File: config.mk
export PLATFORM = sky130hd
export DESIGN_NAME = alu_share_ctrl
export DESIGN_NICKNAME = d
export VERILOG_FILES = /design/src/rtl/alu_pkg.sv /design/src/rtl/rr_arb2.sv /design/src/rtl/alu_share_ctrl.sv
export SDC_FILE = /design/constraint.sdc
export NUM_CORES = 1
export LEC_CHECK = 0
export CORE_MARGIN = 1.5
export CORE_UTILIZATION = 34
export DETAILED_ROUTE_END_ITERATION = 6
export PLACE_DENSITY = 0.81
export SLEW_MARGIN = 20
export SYNTH_ARGS = -nofsm -noshare
export SYNTH_HDL_FRONTEND = slang
export SYNTH_SLANG_ARGS = --single-unit
File: constraint.sdc
create_clock -name clk -period 4.5 [get_ports clk]
set_clock_uncertainty 0.2 [all_clocks]
set_input_delay 0.45 -clock clk [delete_from_list [all_inputs] [get_ports clk]]
set_output_delay 0.45 -clock clk [all_outputs]
set_load 0.02 [all_outputs]
File: src/rtl/alu_pkg.sv
// Shared definitions for the shared-ALU scheduler:
// ALU select codes, scheduler states and default widths.
package alu_pkg;

    localparam int WIDTH_DEF = 32;
    localparam int OPW_DEF   = 3;

    localparam logic [2:0] OP_AND = 3'b000;
    localparam logic [2:0] OP_OR  = 3'b001;
    localparam logic [2:0] OP_ADD = 3'b010;
    localparam logic [2:0] OP_SUB = 3'b011;
    localparam logic [2:0] OP_XOR = 3'b100;
    localparam logic [2:0] OP_NOR = 3'b101;
    localparam logic [2:0] OP_SLT = 3'b110;

    typedef enum logic [1:0] {
        IDLE = 2'b00,
        EXEC = 2'b01,
        RESP = 2'b10
    } state_t;

endpackage

File: src/rtl/rr_arb2.sv
// Two-way round-robin grant: on a tie the requester
// that did not win last time gets the grant.
module rr_arb2 (
    input  logic v0,
    input  logic v1,
    input  logic last_grant,
    output logic grant_valid,
    output logic grant_id
);

    assign grant_valid = v0 | v1;
    assign grant_id    = v1 & (~v0 | ~last_grant);

endmodule

File: src/rtl/alu_share_ctrl.sv
// Shares one ALU between two requesters: arbitrate, issue,
// wait the fixed ALU latency, return a tagged response.
module alu_share_ctrl
    import alu_pkg::*;
#(
    parameter int WIDTH   = WIDTH_DEF,
    parameter int OPW     = OPW_DEF,
    parameter int ALU_LAT = 1
) (
    input  logic             clk,
    input  logic             reset,
    input  logic             r0_valid,
    output logic             r0_ready,
    input  logic [OPW-1:0]   r0_op,
    input  logic [WIDTH-1:0] r0_a,
    input  logic [WIDTH-1:0] r0_b,
    input  logic             r1_valid,
    output logic             r1_ready,
    input  logic [OPW-1:0]   r1_op,
    input  logic [WIDTH-1:0] r1_a,
    input  logic [WIDTH-1:0] r1_b,
    output logic [WIDTH-1:0] alu_a,
    output logic [WIDTH-1:0] alu_b,
    output logic [OPW-1:0]   alu_sel,
    input  logic [WIDTH-1:0] alu_result,
    output logic             rsp_valid,
    input  logic             rsp_ready,
    output logic             rsp_id,
    output logic [WIDTH-1:0] rsp_result,
    output logic             rsp_zero,
    output logic             busy
);

    if (ALU_LAT < 1 || ALU_LAT > 15) begin : g_bad_lat
        $error("alu_share_ctrl: ALU_LAT must be 1..15");
    end

    localparam logic [3:0] LAT_M1 = 4'(ALU_LAT - 1);

    state_t           state, state_n;
    logic [3:0]       cnt, cnt_n;
    logic             last_grant, last_n;
    logic             gv, gid;
    logic [WIDTH-1:0] alu_a_n, alu_b_n, res_n;
    logic [OPW-1:0]   sel_n;
    logic             rv_n, id_n, zero_n;

    rr_arb2 u_arb (
        .v0          (r0_valid),
        .v1          (r1_valid),
        .last_grant  (last_grant),
        .grant_valid (gv),
        .grant_id    (gid)
    );

    assign r0_ready = (state == IDLE) & gv & ~gid;
    assign r1_ready = (state == IDLE) & gv & gid;
    assign busy     = (state != IDLE);

    always_comb begin
        state_n = state;
        cnt_n   = cnt;
        last_n  = last_grant;
        alu_a_n = alu_a;
        alu_b_n = alu_b;
        sel_n   = alu_sel;
        rv_n    = rsp_valid;
        id_n    = rsp_id;
        res_n   = rsp_result;
        zero_n  = rsp_zero;
        unique case (state)
            IDLE: begin
                if (gv) begin
                    alu_a_n = gid ? r1_a : r0_a;
                    alu_b_n = gid ? r1_b : r0_b;
                    sel_n   = gid ? r1_op : r0_op;
                    id_n    = gid;
                    last_n  = gid;
                    cnt_n   = LAT_M1;
                    state_n = EXEC;
                end
            end
            EXEC: begin
                if (cnt == 4'd0) begin
                    res_n   = alu_result;
                    zero_n  = (alu_result == '0);
                    rv_n    = 1'b1;
                    state_n = RESP;
                end else begin
                    cnt_n = cnt - 4'd1;
                end
            end
            RESP: begin
                // no accept on the handshake edge; IDLE re-arbitrates
                if (rsp_ready) begin
                    rv_n    = 1'b0;
                    state_n = IDLE;
                end
            end
            default: state_n = IDLE;
        endcase
    end

    always_ff @(posedge clk or posedge reset) begin
        if (reset) begin
            state      <= IDLE;
            cnt        <= '0;
            last_grant <= 1'b1;
            alu_a      <= '0;
            alu_b      <= '0;
            alu_sel    <= '0;
            rsp_valid  <= 1'b0;
            rsp_id     <= 1'b0;
            rsp_result <= '0;
            rsp_zero   <= 1'b0;
        end else begin
            state      <= state_n;
            cnt        <= cnt_n;
            last_grant <= last_n;
            alu_a      <= alu_a_n;
            alu_b      <= alu_b_n;
            alu_sel    <= sel_n;
            rsp_valid  <= rv_n;
            rsp_id     <= id_n;
            rsp_result <= res_n;
            rsp_zero   <= zero_n;
        end
    end

endmodule

==> flow_summary.yaml <==
critical_path:
  critical_path.top_delay_family: "simple AND/OR/NAND/NOR gates"
  r2r-end: "alu_b[19]"
  rr_startpoint: "state[0]"
  cp-end-kind: "output port"
  cp_max_fo: 30
  slowest_stage: "clkdlybuf4s50_1"
  criticalPathCategory: "reg -> out"
  crit_buf_inv: 1
  worstPathRequired_ps: 3850
  rr_worst_depth: 4
  start_kind: "flip-flop"
  cp.arrival_ps: 2250
  path_cells: "nor2_4, and3_2, clkdlybuf4s50_1"
  rrSetupSlack_ps: 2050
  cpPeakStageDelay_ps: 640
power:
  seqPwrFrac: 0.312
  p_comb_frac: 0.532
  swShare: 0.3650
  ir_worst_vdd_mv: 0.3852
  p_switching_mw: 2.010
  power.density_nw_per_um2: 695.2
  p_clk_frac: 0.156
  p_int_mw: 3.498
  power.leakage_nw: 3.211
final_layout:
  mostFrequentLayoutCells: "clkdlybuf4s50_1 (275), dfrtp_1 (108), a21boi_0 (67), a221o_1 (67), mux2_2 (32)"
  layout_commonest_cell: "clkdlybuf4s50_1"
  synthToLayoutAreaGrowth_pct: 66.09
  fin_nets: 789
  drive_gt1_frac: 0.09532
  antennaDiodeCount: 0
  multi_input_comb_area_sq_um: 1838
  ff_latch_area_sq_um: 2729
  fillers: 1187
  final_cells: 799
  stdcell_area_sq_um: 7924
hold_path:
  worst_hold_path.endpoint: "rsp_id"
  holdCritPathClass: "reg -> reg"
  min_path_cells: 1
  min_from: "rsp_id"
clocking:
  clk_path_buf_depth: 2
  tritoncts: "yes"
  htree_levels: 3
  root_buffer: "clkbuf_16"
  cts_resized: 0
  numCtsBuffers: 9
  holdBufCountCts: 0
  clock-sinks: 109
  clock_latency_ps: 340
  clk_pin_slew_ps: 70
  post_cts_buffers: 0
floorplanning:
  fp.dieH_um: 121.5
  dieArea_sq_um: 14750
  num_rows: 43
  coreArea_sq_um: 13770
  ios: 276
  start_util: 0.3464
  die_x_um: 121.5
run_status:
  status: "finished, final reports clean"
logic_synthesis:
  synth-seq-cells: 109
  synth_cell_types: 32
  postSynthNetCount: 533
  ys_seq_area_frac: 0.5720
  async_reset_ff_frac: 1.000
  avgSynthCellArea_sq_um: 13.25
  synth_edf_count: 0
  synth_area_leaders: "dfrtp_1 (57%), a221o_1 (14%), a21boi_0 (11%)"
  syn-cell-area_sq_um: 4771
  yosys.area.top_type: "dfrtp_1"
  ys.flop_type: "dfrtp_1"
  yosysWarnings: 0
  syn_inst: 360
  yosysTopAreaCellShare: 0.5665
drt:
  wl_per_cell_um: 18.62
  num_vias: 4263
  detail-route-antenna-nets: 0
  drt_drc_violations_left: 0
  wirelength_mm: 14.88
  drt_iter0_drc: 184
  dr.pass1.iters: 4
  avgViaCountPerCell: 5.335
job:
  cap_violations: 0
placement:
  gp_congestion: 0.7775
  dp_hpwl_mm: 10.51
  dp_cells: 785
  dpl_cell_area_sq_um: 7597
  io_buffers: 275
  dp_slack_ps: 1680
timing:
  fmax_ghz: 0.3450
  finalHoldViolations: 0
  setup_tns_ps: 0
  period_minus_slack_ps: 2899
  min_period_over_period: 0.6441
  rsz0062_at_grt: "false"
  worst_slew_pin_slew_ps: 766.2
  slew_headroom: 0.4874
  finalSetupViolations: 0
  slew_viol_final: 0
  worst_slack_ps: 1601
global_routing:
  grt_pass1_wl_mm: 22.25
  first_global_vias: 4351
  antenna_found_initial: 0
  grt_usage: 0.1948
  overflow: 0
  grt_max_degree: 84
[stage by stage]
stage | hold slack (ps) | power (mW) | utilization
floorplan | 298.0 | 3.352 | -
global placement | 263.9 | 4.581 | 0.5516
detailed placement | 266.5 | 4.675 | 0.5516
CTS | 292.8 | 5.562 | 0.5749
global route | 305.8 | 5.806 | 0.5753
finish | 291.0 | 5.508 | 0.5753
[layout make-up]
class,instances,share of cell area
inverter,6,0.003474
tap,180,0.02842
sequential,109,0.3444
timing repair buffer,279,0.3512
clock inverter,3,0.008685
multi-input combinational,211,0.2320
clock buffer,11,0.03190
[how the worst max path moves through the flow]
stage	from	slack, ps	cells past startpoint	end
2_1_floorplan	reset	980	1	alu_a[0]
3_3_place_gp	r1_valid	1720	4	cnt[1]
3_5_place_dp	r0_valid	1680	4	alu_sel[0]
4_1_cts	state[0]	1530	3	r1_ready
5_1_grt	state[0]	1430	3	r1_ready
6_report	state[0]	1600	3	r1_ready
[logic make-up (layout without fill, tap and decap cells)]
family	Yosys count	count (layout)	synth area share
compound gates	146	146	0.2609
flops	109	109	0.5720
buf+inv	40	299	0.04485
mux	33	33	0.07868
simple gates	30	30	0.03829
fa+ha+maj	2	2	0.005244
[registers in the layout, summed over array words and instances, names as in the netlist]
signal and count:
alu_a 32, alu_b 32, alu_sel 3, cnt 4, last_grant 1, rsp_id 1
rsp_result 32, rsp_valid 1, rsp_zero 1, state 2
[routing by layer]
metal  vias up  global-route usage  share of wire
met3        19             0.04605          0.081
met5         -                   0              0
met4         0             0.07426          0.020
met1      2109              0.2321           0.40
li1       1920                   -              -
met2       215              0.3393           0.49
[power by group through the flow]
stage	Sequential (mW)	Combinational, mW	Clock [mW]
CTS	1.72	2.95	0.887
finish	1.72	2.93	0.861
global route	1.77	3.11	0.924
detailed placement	1.72	2.95	0
global placement	1.71	2.87	0
floorplan	2.24	1.11	0
[cell usage after synthesis, types with 2 or more instances]
library cell / n
a21boi_0: 67
a21o_1: 2
a21oi_1: 2
a221o_1: 67
and3_1: 2
buf_2: 15
buf_6: 6
clkbuf_1: 13
dfrtp_1: 108
ha_1: 2
inv_1: 6
mux2_2: 32
nand2_1: 3
nand2b_1: 3
nand4_1: 2
nor4_1: 8
o21ai_0: 6
or4_1: 2
(Power assumes the default switching activity.)
